**config.mk**
```make
export PLATFORM = sky130hd
export DESIGN_NAME = adv_timing_gen
export DESIGN_NICKNAME = d
export VERILOG_FILES = /design/src/rtl/adv_video_pkg.sv /design/src/rtl/adv_sync_counter.sv /design/src/rtl/adv_timing_gen.sv
export SDC_FILE = /design/constraint.sdc
export NUM_CORES = 1
export LEC_CHECK = 0
export BUFFER_PORTS_ARGS = -buffer_cell sky130_fd_sc_hd__buf_4
export CAP_MARGIN = 30
export CORE_ASPECT_RATIO = 0.9
export CORE_MARGIN = 2
export CORE_UTILIZATION = 43
export DETAILED_ROUTE_END_ITERATION = 12
export GPL_ROUTABILITY_DRIVEN = 0
export GPL_TIMING_DRIVEN = 0
export MAX_ROUTING_LAYER = met4
export PLACE_DENSITY = 0.74
export REMOVE_ABC_BUFFERS = 1
export SYNTH_ARGS = -nofsm -noshare
export SYNTH_HDL_FRONTEND = slang
export SYNTH_SLANG_ARGS = --single-unit
```
**constraint.sdc**
```tcl
create_clock -name FPGA_CLK1_50 -period 2.09 [get_ports FPGA_CLK1_50]
set_clock_uncertainty 0.15 [all_clocks]
set_input_delay 0.209 -clock FPGA_CLK1_50 [delete_from_list [all_inputs] [get_ports FPGA_CLK1_50]]
set_output_delay 0.209 -clock FPGA_CLK1_50 [all_outputs]
set_load 0.01 [all_outputs]
```
**src/rtl/adv_video_pkg.sv**
```systemverilog
// Shared definitions for the ADV7513 timing/pattern generator.
//   - register indices as decoded from AXI_Address[3:2]
//   - CTRL.MODE encoding
//   - colour-bar palette and a lookup helper
//   - 11-bit counter type shared by the counter sub-module and the top
package adv_video_pkg;

  localparam int CNT_W = 11;
  localparam int CNT_MAX = (1 << CNT_W) - 1;

  typedef logic [CNT_W-1:0] cnt_t;

  localparam logic [1:0] REG_CTRL   = 2'd0;
  localparam logic [1:0] REG_COLOR  = 2'd1;
  localparam logic [1:0] REG_STATUS = 2'd2;
  localparam logic [1:0] REG_POS    = 2'd3;

  localparam logic [1:0] MODE_SOLID     = 2'd0;
  localparam logic [1:0] MODE_BARS      = 2'd1;
  localparam logic [1:0] MODE_GRADIENT  = 2'd2;
  localparam logic [1:0] MODE_SOLID_ALT = 2'd3;

  localparam logic [23:0] BAR_WHITE   = 24'hFFFFFF;
  localparam logic [23:0] BAR_YELLOW  = 24'hFFFF00;
  localparam logic [23:0] BAR_CYAN    = 24'h00FFFF;
  localparam logic [23:0] BAR_GREEN   = 24'h00FF00;
  localparam logic [23:0] BAR_MAGENTA = 24'hFF00FF;
  localparam logic [23:0] BAR_RED     = 24'hFF0000;
  localparam logic [23:0] BAR_BLUE    = 24'h0000FF;
  localparam logic [23:0] BAR_BLACK   = 24'h000000;

  // Bar 0 is the leftmost bar.
  function automatic logic [23:0] bar_color(input logic [2:0] idx);
    logic [23:0] c;
    case (idx)
      3'd0:    c = BAR_WHITE;
      3'd1:    c = BAR_YELLOW;
      3'd2:    c = BAR_CYAN;
      3'd3:    c = BAR_GREEN;
      3'd4:    c = BAR_MAGENTA;
      3'd5:    c = BAR_RED;
      3'd6:    c = BAR_BLUE;
      default: c = BAR_BLACK;
    endcase
    return c;
  endfunction

endpackage

```
**src/rtl/adv_sync_counter.sv**
```systemverilog
// Horizontal/vertical raster counters with sync and active-area decode.
// Ports:
//   clk, rst_n  - clock, asynchronous active-low reset
//   en          - run enable; while low both counters are forced to 0
//   h_cnt       - pixel position in the line, 0..H_TOTAL-1
//   v_cnt       - line position in the frame, 0..V_TOTAL-1
//   active      - current position is inside the visible area
//   hs, vs      - sync intervals (active-high, polarity applied by the top)
//   frame_end   - last pixel of the last line while enabled
module adv_sync_counter
  import adv_video_pkg::*;
#(
  parameter int H_ACTIVE = 800,
  parameter int H_FP     = 56,
  parameter int H_SYNC   = 120,
  parameter int H_BP     = 64,
  parameter int V_ACTIVE = 600,
  parameter int V_FP     = 37,
  parameter int V_SYNC   = 6,
  parameter int V_BP     = 23
) (
  input  logic             clk,
  input  logic             rst_n,
  input  logic             en,
  output logic [CNT_W-1:0] h_cnt,
  output logic [CNT_W-1:0] v_cnt,
  output logic             active,
  output logic             hs,
  output logic             vs,
  output logic             frame_end
);

  localparam int H_TOTAL = H_ACTIVE + H_FP + H_SYNC + H_BP;
  localparam int V_TOTAL = V_ACTIVE + V_FP + V_SYNC + V_BP;

  if (H_TOTAL > CNT_MAX || V_TOTAL > CNT_MAX) begin : g_total_check
    $error("adv_sync_counter: timing total does not fit the 11-bit counters");
  end

  localparam cnt_t H_LAST   = cnt_t'(H_TOTAL - 1);
  localparam cnt_t V_LAST   = cnt_t'(V_TOTAL - 1);
  localparam cnt_t H_ACT    = cnt_t'(H_ACTIVE);
  localparam cnt_t V_ACT    = cnt_t'(V_ACTIVE);
  localparam cnt_t HS_START = cnt_t'(H_ACTIVE + H_FP);
  localparam cnt_t HS_END   = cnt_t'(H_ACTIVE + H_FP + H_SYNC);
  localparam cnt_t VS_START = cnt_t'(V_ACTIVE + V_FP);
  localparam cnt_t VS_END   = cnt_t'(V_ACTIVE + V_FP + V_SYNC);

  cnt_t h_reg, h_next;
  cnt_t v_reg, v_next;
  logic h_last, v_last;

  assign h_last = (h_reg == H_LAST);
  assign v_last = (v_reg == V_LAST);

  always_comb begin
    h_next = h_reg;
    v_next = v_reg;
    if (!en) begin
      h_next = '0;
      v_next = '0;
    end else if (h_last) begin
      h_next = '0;
      v_next = v_last ? '0 : v_reg + cnt_t'(1);
    end else begin
      h_next = h_reg + cnt_t'(1);
    end
  end

  always_ff @(posedge clk or negedge rst_n) begin
    if (!rst_n) begin
      h_reg <= '0;
      v_reg <= '0;
    end else begin
      h_reg <= h_next;
      v_reg <= v_next;
    end
  end

  assign h_cnt     = h_reg;
  assign v_cnt     = v_reg;
  assign active    = (h_reg < H_ACT) && (v_reg < V_ACT);
  assign hs        = (h_reg >= HS_START) && (h_reg < HS_END);
  // vsync follows whole lines, so it only depends on the line counter.
  assign vs        = (v_reg >= VS_START) && (v_reg < VS_END);
  assign frame_end = en && h_last && v_last;

endmodule

```
**src/rtl/adv_timing_gen.sv**
```systemverilog
// HDMI video timing and test-pattern generator for the ADV7513 inputs.
// Ports:
//   FPGA_CLK1_50   - pixel/system clock
//   FPGA_RST_N     - asynchronous active-low reset
//   AXI_Address    - byte address, bits [3:2] select CTRL/COLOR/STATUS/POS
//   AXI_Read/Write - single-cycle strobes; AXI_ReadData is registered
//   ADV_HPD        - hot-plug detect from the transmitter (asynchronous)
//   ADV_DE/Hsync/Vsync/D - registered video outputs, mutually aligned
module adv_timing_gen
  import adv_video_pkg::*;
#(
  parameter int H_ACTIVE = 800,
  parameter int H_FP     = 56,
  parameter int H_SYNC   = 120,
  parameter int H_BP     = 64,
  parameter int V_ACTIVE = 600,
  parameter int V_FP     = 37,
  parameter int V_SYNC   = 6,
  parameter int V_BP     = 23,
  parameter bit HS_POL   = 1'b1,
  parameter bit VS_POL   = 1'b1
) (
  input  logic        FPGA_CLK1_50,
  input  logic        FPGA_RST_N,
  input  logic [18:0] AXI_Address,
  input  logic        AXI_Read,
  input  logic        AXI_Write,
  input  logic [31:0] AXI_WriteData,
  output logic [31:0] AXI_ReadData,
  input  logic        ADV_HPD,
  output logic        ADV_DE,
  output logic        ADV_Hsync,
  output logic        ADV_Vsync,
  output logic [23:0] ADV_D
);

  localparam int   H_TOTAL  = H_ACTIVE + H_FP + H_SYNC + H_BP;
  localparam int   BAR_W    = H_ACTIVE / 8;
  localparam cnt_t H_LAST   = cnt_t'(H_TOTAL - 1);
  localparam cnt_t BAR_LAST = cnt_t'(BAR_W - 1);

  if (BAR_W < 1) begin : g_bar_check
    $error("adv_timing_gen: H_ACTIVE must be at least 8 for the colour bars");
  end

  // Address and data bits outside the decoded fields.
  logic bus_unused;
  assign bus_unused = ^{AXI_Address[18:4], AXI_Address[1:0], AXI_WriteData[31:24]};

  // ---------------------------------------------------------------- registers
  logic        ctrl_en_reg;
  logic [1:0]  ctrl_mode_reg;
  logic [23:0] color_reg;
  logic [15:0] frame_cnt_reg;
  logic [31:0] read_data_reg;
  logic [31:0] read_mux;
  logic [1:0]  reg_sel;

  // ---------------------------------------------------------------- counters
  logic [CNT_W-1:0] h_cnt;
  logic [CNT_W-1:0] v_cnt;
  logic             cnt_active;
  logic             cnt_hs;
  logic             cnt_vs;
  logic             frame_end;

  adv_sync_counter #(
    .H_ACTIVE (H_ACTIVE),
    .H_FP     (H_FP),
    .H_SYNC   (H_SYNC),
    .H_BP     (H_BP),
    .V_ACTIVE (V_ACTIVE),
    .V_FP     (V_FP),
    .V_SYNC   (V_SYNC),
    .V_BP     (V_BP)
  ) u_sync_counter (
    .clk       (FPGA_CLK1_50),
    .rst_n     (FPGA_RST_N),
    .en        (ctrl_en_reg),
    .h_cnt     (h_cnt),
    .v_cnt     (v_cnt),
    .active    (cnt_active),
    .hs        (cnt_hs),
    .vs        (cnt_vs),
    .frame_end (frame_end)
  );

  // ------------------------------------------------------------ HPD sync
  logic hpd_meta_reg;
  logic hpd_sync_reg;

  always_ff @(posedge FPGA_CLK1_50 or negedge FPGA_RST_N) begin
    if (!FPGA_RST_N) begin
      hpd_meta_reg <= 1'b0;
      hpd_sync_reg <= 1'b0;
    end else begin
      hpd_meta_reg <= ADV_HPD;
      hpd_sync_reg <= hpd_meta_reg;
    end
  end

  // ------------------------------------------------------------ register file
  assign reg_sel = AXI_Address[3:2];

  always_comb begin
    read_mux = '0;
    unique case (reg_sel)
      REG_CTRL:   read_mux = {29'd0, ctrl_mode_reg, ctrl_en_reg};
      REG_COLOR:  read_mux = {8'd0, color_reg};
      REG_STATUS: read_mux = {frame_cnt_reg, 14'd0, cnt_active, hpd_sync_reg};
      REG_POS:    read_mux = {5'd0, v_cnt, 5'd0, h_cnt};
    endcase
  end

  // The read mux sees the pre-write register values, so a read and a
  // write to the same address in one cycle returns the old contents.
  always_ff @(posedge FPGA_CLK1_50 or negedge FPGA_RST_N) begin
    if (!FPGA_RST_N) begin
      ctrl_en_reg   <= 1'b0;
      ctrl_mode_reg <= MODE_SOLID;
      color_reg     <= '0;
      read_data_reg <= '0;
      frame_cnt_reg <= '0;
    end else begin
      if (AXI_Write) begin
        if (reg_sel == REG_CTRL) begin
          ctrl_en_reg   <= AXI_WriteData[0];
          ctrl_mode_reg <= AXI_WriteData[2:1];
        end
        if (reg_sel == REG_COLOR) begin
          color_reg <= AXI_WriteData[23:0];
        end
      end
      if (AXI_Read) begin
        read_data_reg <= read_mux;
      end
      if (frame_end) begin
        frame_cnt_reg <= frame_cnt_reg + 16'd1;
      end
    end
  end

  assign AXI_ReadData = read_data_reg;

  // ---------------------------------------------------------- bar index
  // Tracks h_cnt in parallel: restarts whenever h_cnt restarts, advances the
  // bar index every BAR_W pixels and parks on the last (black) bar, which
  // therefore also absorbs the H_ACTIVE % 8 remainder pixels.
  logic [2:0] bar_idx_reg, bar_idx_next;
  cnt_t       bar_pix_reg, bar_pix_next;

  always_comb begin
    bar_idx_next = bar_idx_reg;
    bar_pix_next = bar_pix_reg;
    if (!ctrl_en_reg || h_cnt == H_LAST) begin
      bar_idx_next = '0;
      bar_pix_next = '0;
    end else if (bar_pix_reg == BAR_LAST) begin
      bar_pix_next = '0;
      if (bar_idx_reg != 3'd7) begin
        bar_idx_next = bar_idx_reg + 3'd1;
      end
    end else begin
      bar_pix_next = bar_pix_reg + cnt_t'(1);
    end
  end

  always_ff @(posedge FPGA_CLK1_50 or negedge FPGA_RST_N) begin
    if (!FPGA_RST_N) begin
      bar_idx_reg <= '0;
      bar_pix_reg <= '0;
    end else begin
      bar_idx_reg <= bar_idx_next;
      bar_pix_reg <= bar_pix_next;
    end
  end

  // ---------------------------------------------------------- pattern mux
  logic [23:0] pixel;
  logic [7:0]  grad_b;
  logic        show;

  assign grad_b = h_cnt[7:0] + v_cnt[7:0];

  always_comb begin
    pixel = color_reg;
    unique case (ctrl_mode_reg)
      MODE_SOLID:     pixel = color_reg;
      MODE_BARS:      pixel = bar_color(bar_idx_reg);
      MODE_GRADIENT:  pixel = {h_cnt[7:0], v_cnt[7:0], grad_b};
      MODE_SOLID_ALT: pixel = color_reg;
    endcase
  end

  assign show = ctrl_en_reg && cnt_active && hpd_sync_reg;

  // ---------------------------------------------------------- output stage
  logic        de_reg;
  logic        hsync_reg;
  logic        vsync_reg;
  logic [23:0] d_reg;

  always_ff @(posedge FPGA_CLK1_50 or negedge FPGA_RST_N) begin
    if (!FPGA_RST_N) begin
      de_reg    <= 1'b0;
      hsync_reg <= !HS_POL;
      vsync_reg <= !VS_POL;
      d_reg     <= '0;
    end else begin
      de_reg    <= show;
      d_reg     <= show ? pixel : 24'd0;
      hsync_reg <= (ctrl_en_reg && cnt_hs) ? HS_POL : !HS_POL;
      vsync_reg <= (ctrl_en_reg && cnt_vs) ? VS_POL : !VS_POL;
    end
  end

  assign ADV_DE    = de_reg;
  assign ADV_Hsync = hsync_reg;
  assign ADV_Vsync = vsync_reg;
  assign ADV_D     = d_reg;

endmodule

```
# ---- Word level (Yosys, flattened, before mapping)
# Index checks and enable logic that the tools add are counted.
dict set report totals {
  register_bits 140
  in_bits 56
  output_inout_bits 59
  word_cells 80
}
dict set report op_classes {
  n_addsub 6
  n_lt_le_gt_ge 6
  n_eq_ne 17
  n_mux 16
  reduce_logical 20
}
# operator count
set ops {}
lappend ops {{24-bit case mux with 7 select lines} 1}
lappend ops {{32-bit case mux with 4 select lines} 1}
lappend ops {{11-bit two-way mux} 7}
lappend ops {{24-bit case mux with 3 select lines} 1}
lappend ops {{11-bit by 10-bit < comparator with 1-bit output (second input constant)} 4}
lappend ops {{11-bit by 1-bit adder with 11-bit output (second input constant)} 3}
lappend ops {{24-bit two-way mux} 1}
lappend ops {{11-bit by 10-bit >= comparator with 1-bit output (second input constant)} 2}
lappend ops {{16-bit by 1-bit adder with 16-bit output (second input constant)} 1}
lappend ops {{11-bit by 10-bit == test with 1-bit output (second input constant)} 1}
lappend ops {{11-bit == test (second input constant)} 1}
lappend ops {{11-bit by 7-bit == test with 1-bit output (second input constant)} 1}
lappend ops {{3-bit == test (second input constant)} 3}
lappend ops {{1-bit logical AND} 9}
lappend ops {{3-bit two-way mux} 3}
lappend ops {{8-bit adder} 1}
lappend ops {{2-bit == test (second input constant)} 4}
lappend ops {{3-bit by 2-bit == test with 1-bit output (second input constant)} 2}
lappend ops {{2-bit AND reduction} 3}
lappend ops {{2-bit by 1-bit == test with 1-bit output (second input constant)} 2}
lappend ops {{2-bit logical NOT} 2}
lappend ops {{2-bit nonzero test} 2}
lappend ops {{3-bit by 1-bit adder with 3-bit output (second input constant)} 1}
lappend ops {{3-bit by 1-bit == test with 1-bit output (second input constant)} 1}
lappend ops {{other kinds (7)} 8}

# ---- Logic depth before layout (Yosys ltp)
dict set report logic_depth {
  word_depth 5
  depth_mapped 7
  mapped_depth_nobuf 6
}

# ---- Modules after synthesis
# From an unflattened synthesis, not the netlist that was laid out.
dict set report unflattened {
  hier_cells 638
  area_unflattened_um2 6820.3
}
# mod n_inst cells_per_inst area_per_inst_um2 seq_area_each_um2
set modules_own_cells {}
lappend modules_own_cells {adv_timing_gen 1 486 5487.8 2952.8}
lappend modules_own_cells {adv_sync_counter 1 152 1332.5 550.5}

# ---- Worst setup path before layout
# Ideal clock, no wire load.
dict set report synth_path {
  path_kind {flip-flop to flip-flop}
  startpoint {reg u_sync_counter.v_reg[0], in the netlist u_sync_counter.v_cnt[0]}
  endpoint {reg d_reg[6], in the netlist ADV_D[6]}
  setup_time_ns 0.144
  arrival_ns 1.795
  t_required_ns 1.796
  path_slack_ns 0.001
  path_stages_with_launch 7
  path_buffers 0
  period_less_slack_ns 2.089
  path_cell_list {dfrtp_1 > ha_1 > fa_1 > a211o_1 > a21oi_1 > mux2i_1 > a211oi_1}
}
dict set report synth_between {
  elab_chain_len 5
  elab_cells_between_ends 7
  classes_between {add/sub: 1; order compare: 1; mux: 2; reduce/logical: 3}
}
# item line
set synth_rtl {}
lappend synth_rtl {{start: declaration} adv_sync_counter.sv:50} ;# cnt_t v_reg, v_next;
lappend synth_rtl {{start signal: assignment} adv_sync_counter.sv:76} ;# v_reg <= v_next;
lappend synth_rtl {{11-bit by 10-bit < comparator with 1-bit output} adv_sync_counter.sv:82} ;# assign active = (h_reg < H_ACT) && (v_reg < V_ACT);
lappend synth_rtl {{1-bit logical AND} adv_sync_counter.sv:82}
lappend synth_rtl {{1-bit logical AND (2 in series)} adv_timing_gen.sv:195} ;# assign show = ctrl_en_reg && cnt_active && hpd_sync_reg;
lappend synth_rtl {{24-bit two-way mux *} adv_timing_gen.sv:211} ;# d_reg <= show ? pixel : 24'd0;
lappend synth_rtl {{end signal: assignment} adv_timing_gen.sv:211}
lappend synth_rtl {{end: declaration} adv_timing_gen.sv:201} ;# logic [23:0] d_reg;
# Every way passes the cells marked *; elsewhere a longest branch is shown, timed or not.
# A chain may end at the register's enable or synchronous reset.

# ---- Final worst setup path
dict set report layout_path {
  startpoint {reg u_sync_counter.h_reg[5], in the netlist u_sync_counter.h_cnt[5]}
  endpoint {reg bar_pix_reg[6]}
}
dict set report layout_between {
  elab_chain_len 3
}
# item line
set layout_rtl {}
lappend layout_rtl {{start: declaration} adv_sync_counter.sv:49} ;# cnt_t h_reg, h_next;
lappend layout_rtl {{start signal: assignment} adv_sync_counter.sv:75} ;# h_reg <= h_next;
lappend layout_rtl {{11-bit == test} adv_timing_gen.sv:155} ;# if (!ctrl_en_reg || h_cnt == H_LAST) begin
lappend layout_rtl {{1-bit logical OR} adv_timing_gen.sv:155}
lappend layout_rtl {{11-bit two-way mux} adv_timing_gen.sv:155}
lappend layout_rtl {{via bar_pix_next[6]} adv_timing_gen.sv:150} ;# cnt_t bar_pix_reg, bar_pix_next;
lappend layout_rtl {{end signal: assignment} adv_timing_gen.sv:174} ;# bar_pix_reg <= bar_pix_next;
lappend layout_rtl {{end: declaration} adv_timing_gen.sv:150}
# The timed path passes the listed nets, and every way through them passes these cells.

==> flow_summary_export.csv <==
group,metric,value,unit
critical_path,start_kind,"register",
power_and_ir_drop,p_clk_frac,0.396,
yosys,ys_types,59,
yosys,synth_most_common_cell,"dfrtp_1",
cells_and_area,stdcell_count,1005,
sta,slew_violations,0,
cts,tritoncts,"built",
yosys,synth_compound_area_frac,0.129,
power_and_ir_drop,p_total,7.30,mW
cts,clockBufferDepth,2,
sta,fmax,474,MHz
yosys,netlist_instances,655,
sta,relSlewSlack,0.405,
critical_path,ff2ff_path_depth,5,
power_and_ir_drop,p_seq_frac,0.431,
cells_and_area,diodes,0,
sta,tightest_slew,0.890,ns
floorplan,die_x,138,um
sta,setup_slack,-0.0206,ns
yosys,synth_top_cell_area_share,0.504,
grt,grt_usage,0.221,
routing,vias,5796,
yosys,muxShareOfSynthArea,0.0800,
critical_path,arrival,2.28,ns
power_and_ir_drop,p_int,5.32,mW
power_and_ir_drop,ir_worst_vdd,0.624,mV
yosys,syn_area,6960,um^2
grt,grt_pass1_vias,5633,
critical_path,cp-end-kind,"register",
power_and_ir_drop,pwr-share-comb,0.173,
run_status,violations,"setup timing",
placement,port_buffers,89,
yosys,synthAdderAreaFrac,0.0406,
floorplan,fp-row-count,44,
routing,first_iter_violations,424,
grt,grt_pass1_wl,29600,um
yosys,synth_common_cells,"dfrtp_1, nor2_1, inv_1",
routing,drc_errors,0,
critical_path,cp_max_fo,11,
yosys,postSynthAreaPerCell,10.6,um^2
yosys,synth_top_family_by_area,"simple AND/OR/NAND/NOR gates",
yosys,synthFlopType,"dfrtp_1",
cells_and_area,largest_reg_flops,32,
routing,drtPass1Iterations,4,
grt,grt_max_degree,77,
grt,antenna_found_initial,0,
cts,cts_sinks,140,
routing,wl_per_cell,18.6,um
sta,setup_viol,8,
power_and_ir_drop,p_leak,4.09,nW
cells_and_area,nets,864,
run,maxCapViolations,0,
placement,placed_cells,916,
hold_path,min_path_cells,3,
floorplan,die_h,125,um
routing,vias_per_cell,5.77,
yosys,synth-simple-area-share,0.153,
critical_path,path_class,"reg2reg",
cells_and_area,finalInstanceArea,9080,um^2
cts,cts_root_buffer,"clkbuf_16",
run_status,outcome,"finished with violations",
yosys,synth-seq-cells,140,
cts,clkLatencyLatePin,0.43,ns
routing,drtAntennaViolNets,0,
power_and_ir_drop,power.switching,1.98,mW
yosys,synth_xor_area_frac,0.0466,
yosys,yosys-top-cells-area,"dfrtp_1, mux2_2, ha_1",
cells_and_area,syn2layout_area_growth,30.6,%
yosys,ys.warnings.count,0,
yosys,ys_seq_area_frac,0.504,
floorplan,die_area,17200,um^2
routing,drt_wl_total,18700,um
floorplan,ios,115,
sta,tns,-0.111,ns
sta,hold_viol_final,0,
cts,htree_levels,4,
placement,dp_slack,-0.425,ns
sta,final.period_utilization,1.01,
sta,fin_crit,2.11,ns
floorplan,fp.coreArea,16000,um^2
power_and_ir_drop,switching_share,0.272,
yosys,async_reset_ff_frac,1.00,
placement,hpwlAfterDp,11300,um
cells_and_area,drive_above_1_share,0.306,
critical_path,cp_data_required_time,2.26,ns
floorplan,initial_core_util,0.436,
placement,placed_area,7790,um^2
grt,grt_overflow_total,0,
cts,path_clk_slew,0.06,ns
yosys,synth_edf_count,0,
yosys,synth.largest_area_cell,"dfrtp_1",
cts,numCtsBuffers,17,
sta,rsz0062_at_grt,"yes",
power_and_ir_drop,powerDensity,804,nW/um^2
hold_path,hp-class,"in2reg",
[critical path: stages (launching register included)]
cell and delay [ns]:
dfrtp_2 0.53, or3_1 0.47, o31a_1 0.41, o31ai_2 0.16, buf_4 0.23, nor2_1 0.05
[power by group through the flow]
| stage | clock [mW] | combinational [mW] | sequential [mW] |
|---|---|---|---|
| after floorplan | 0 | 0.540 | 3.18 |
| after detailed placement | 0 | 1.06 | 3.20 |
| final | 2.89 | 1.26 | 3.15 |
| after CTS | 2.92 | 1.21 | 3.14 |
| after global placement | 0 | 1.02 | 3.19 |
| after global routing | 3.04 | 1.37 | 3.18 |
[logic make-up (layout without fill, tap and decap cells)]
kind of cell	count (synthesis)	count (layout)
simple gates	195	195
mux	50	50
compound gates	130	130
buf+inv	81	224
fa+ha+maj	22	22
xor+xnor	37	37
flops	140	140
[path summary, 6_finish.rpt]
path / start / endpoint / slack, ns
max reg2reg: u_sync_counter.h_cnt[5] / bar_pix_reg[6] / -0.02
max in group asynchronous: FPGA_RST_N / u_sync_counter.v_cnt[1] / 0.78
min in group asynchronous: FPGA_RST_N / ADV_D[15] / 0.19
min reg2reg: hpd_meta_reg / hpd_sync_reg / 0.20
min: AXI_Address[2] / AXI_ReadData[24] / 0.16
max: u_sync_counter.h_cnt[5] / bar_pix_reg[6] / -0.02
[metrics by stage]
step / hold slack, ns / utilization
final: 0.159 / 0.569
after global routing: 0.171 / 0.569
after CTS: 0.139 / 0.558
after detailed placement: 0.0854 / 0.488
after global placement: 0.177 / 0.483
after floorplan: -0.237 / -
[cell type report]
class | instances | area, um^2
Clock buffer | 22 | 484
Clock inverter | 9 | 87.6
Fill cell | 1288 | 6880
Inverter | 41 | 154
Multi-Input combinational cell | 434 | 3310
Sequential cell | 140 | 3520
Tap cell | 207 | 259
Timing Repair Buffer | 152 | 1270
[repair_timing]
action,in CTS,in global routing
endpoints found under the hold margin,92,0
resized for setup,31,22
pin swaps,7,10
hold buffers,26,0
endpoints found under the setup margin,74,53
setup buffers,22,10
[cell usage in the layout, fill, tap and decap left out, types with 17 or more instances in the layout]
| master | Yosys | final |
|---|---|---|
| a21oi_1 | 22 | 20 |
| a221oi_1 | 20 | 20 |
| buf_4 | 1 | 121 |
| clkbuf_16 | 0 | 17 |
| dfrtp_1 | 140 | 124 |
| dlygate4sd3_1 | 0 | 26 |
| inv_1 | 41 | 41 |
| mux2_2 | 35 | 35 |
| nand2_1 | 33 | 33 |
| nand3_1 | 17 | 17 |
| nor2_1 | 49 | 47 |
| nor3_1 | 28 | 28 |
| o21ai_0 | 17 | 17 |
| o22ai_1 | 19 | 19 |
| xnor2_1 | 17 | 17 |
| xor2_1 | 20 | 20 |
[layer usage]
layer  wire length (um)  GRT usage  share of wire
met1               7840      0.284           0.42
met2               8920      0.340           0.48
met3               1260     0.0465          0.067
met4                673     0.0990          0.036
met5                  0          -              0
No activity file was read; power rests on OpenSTA's default activity.
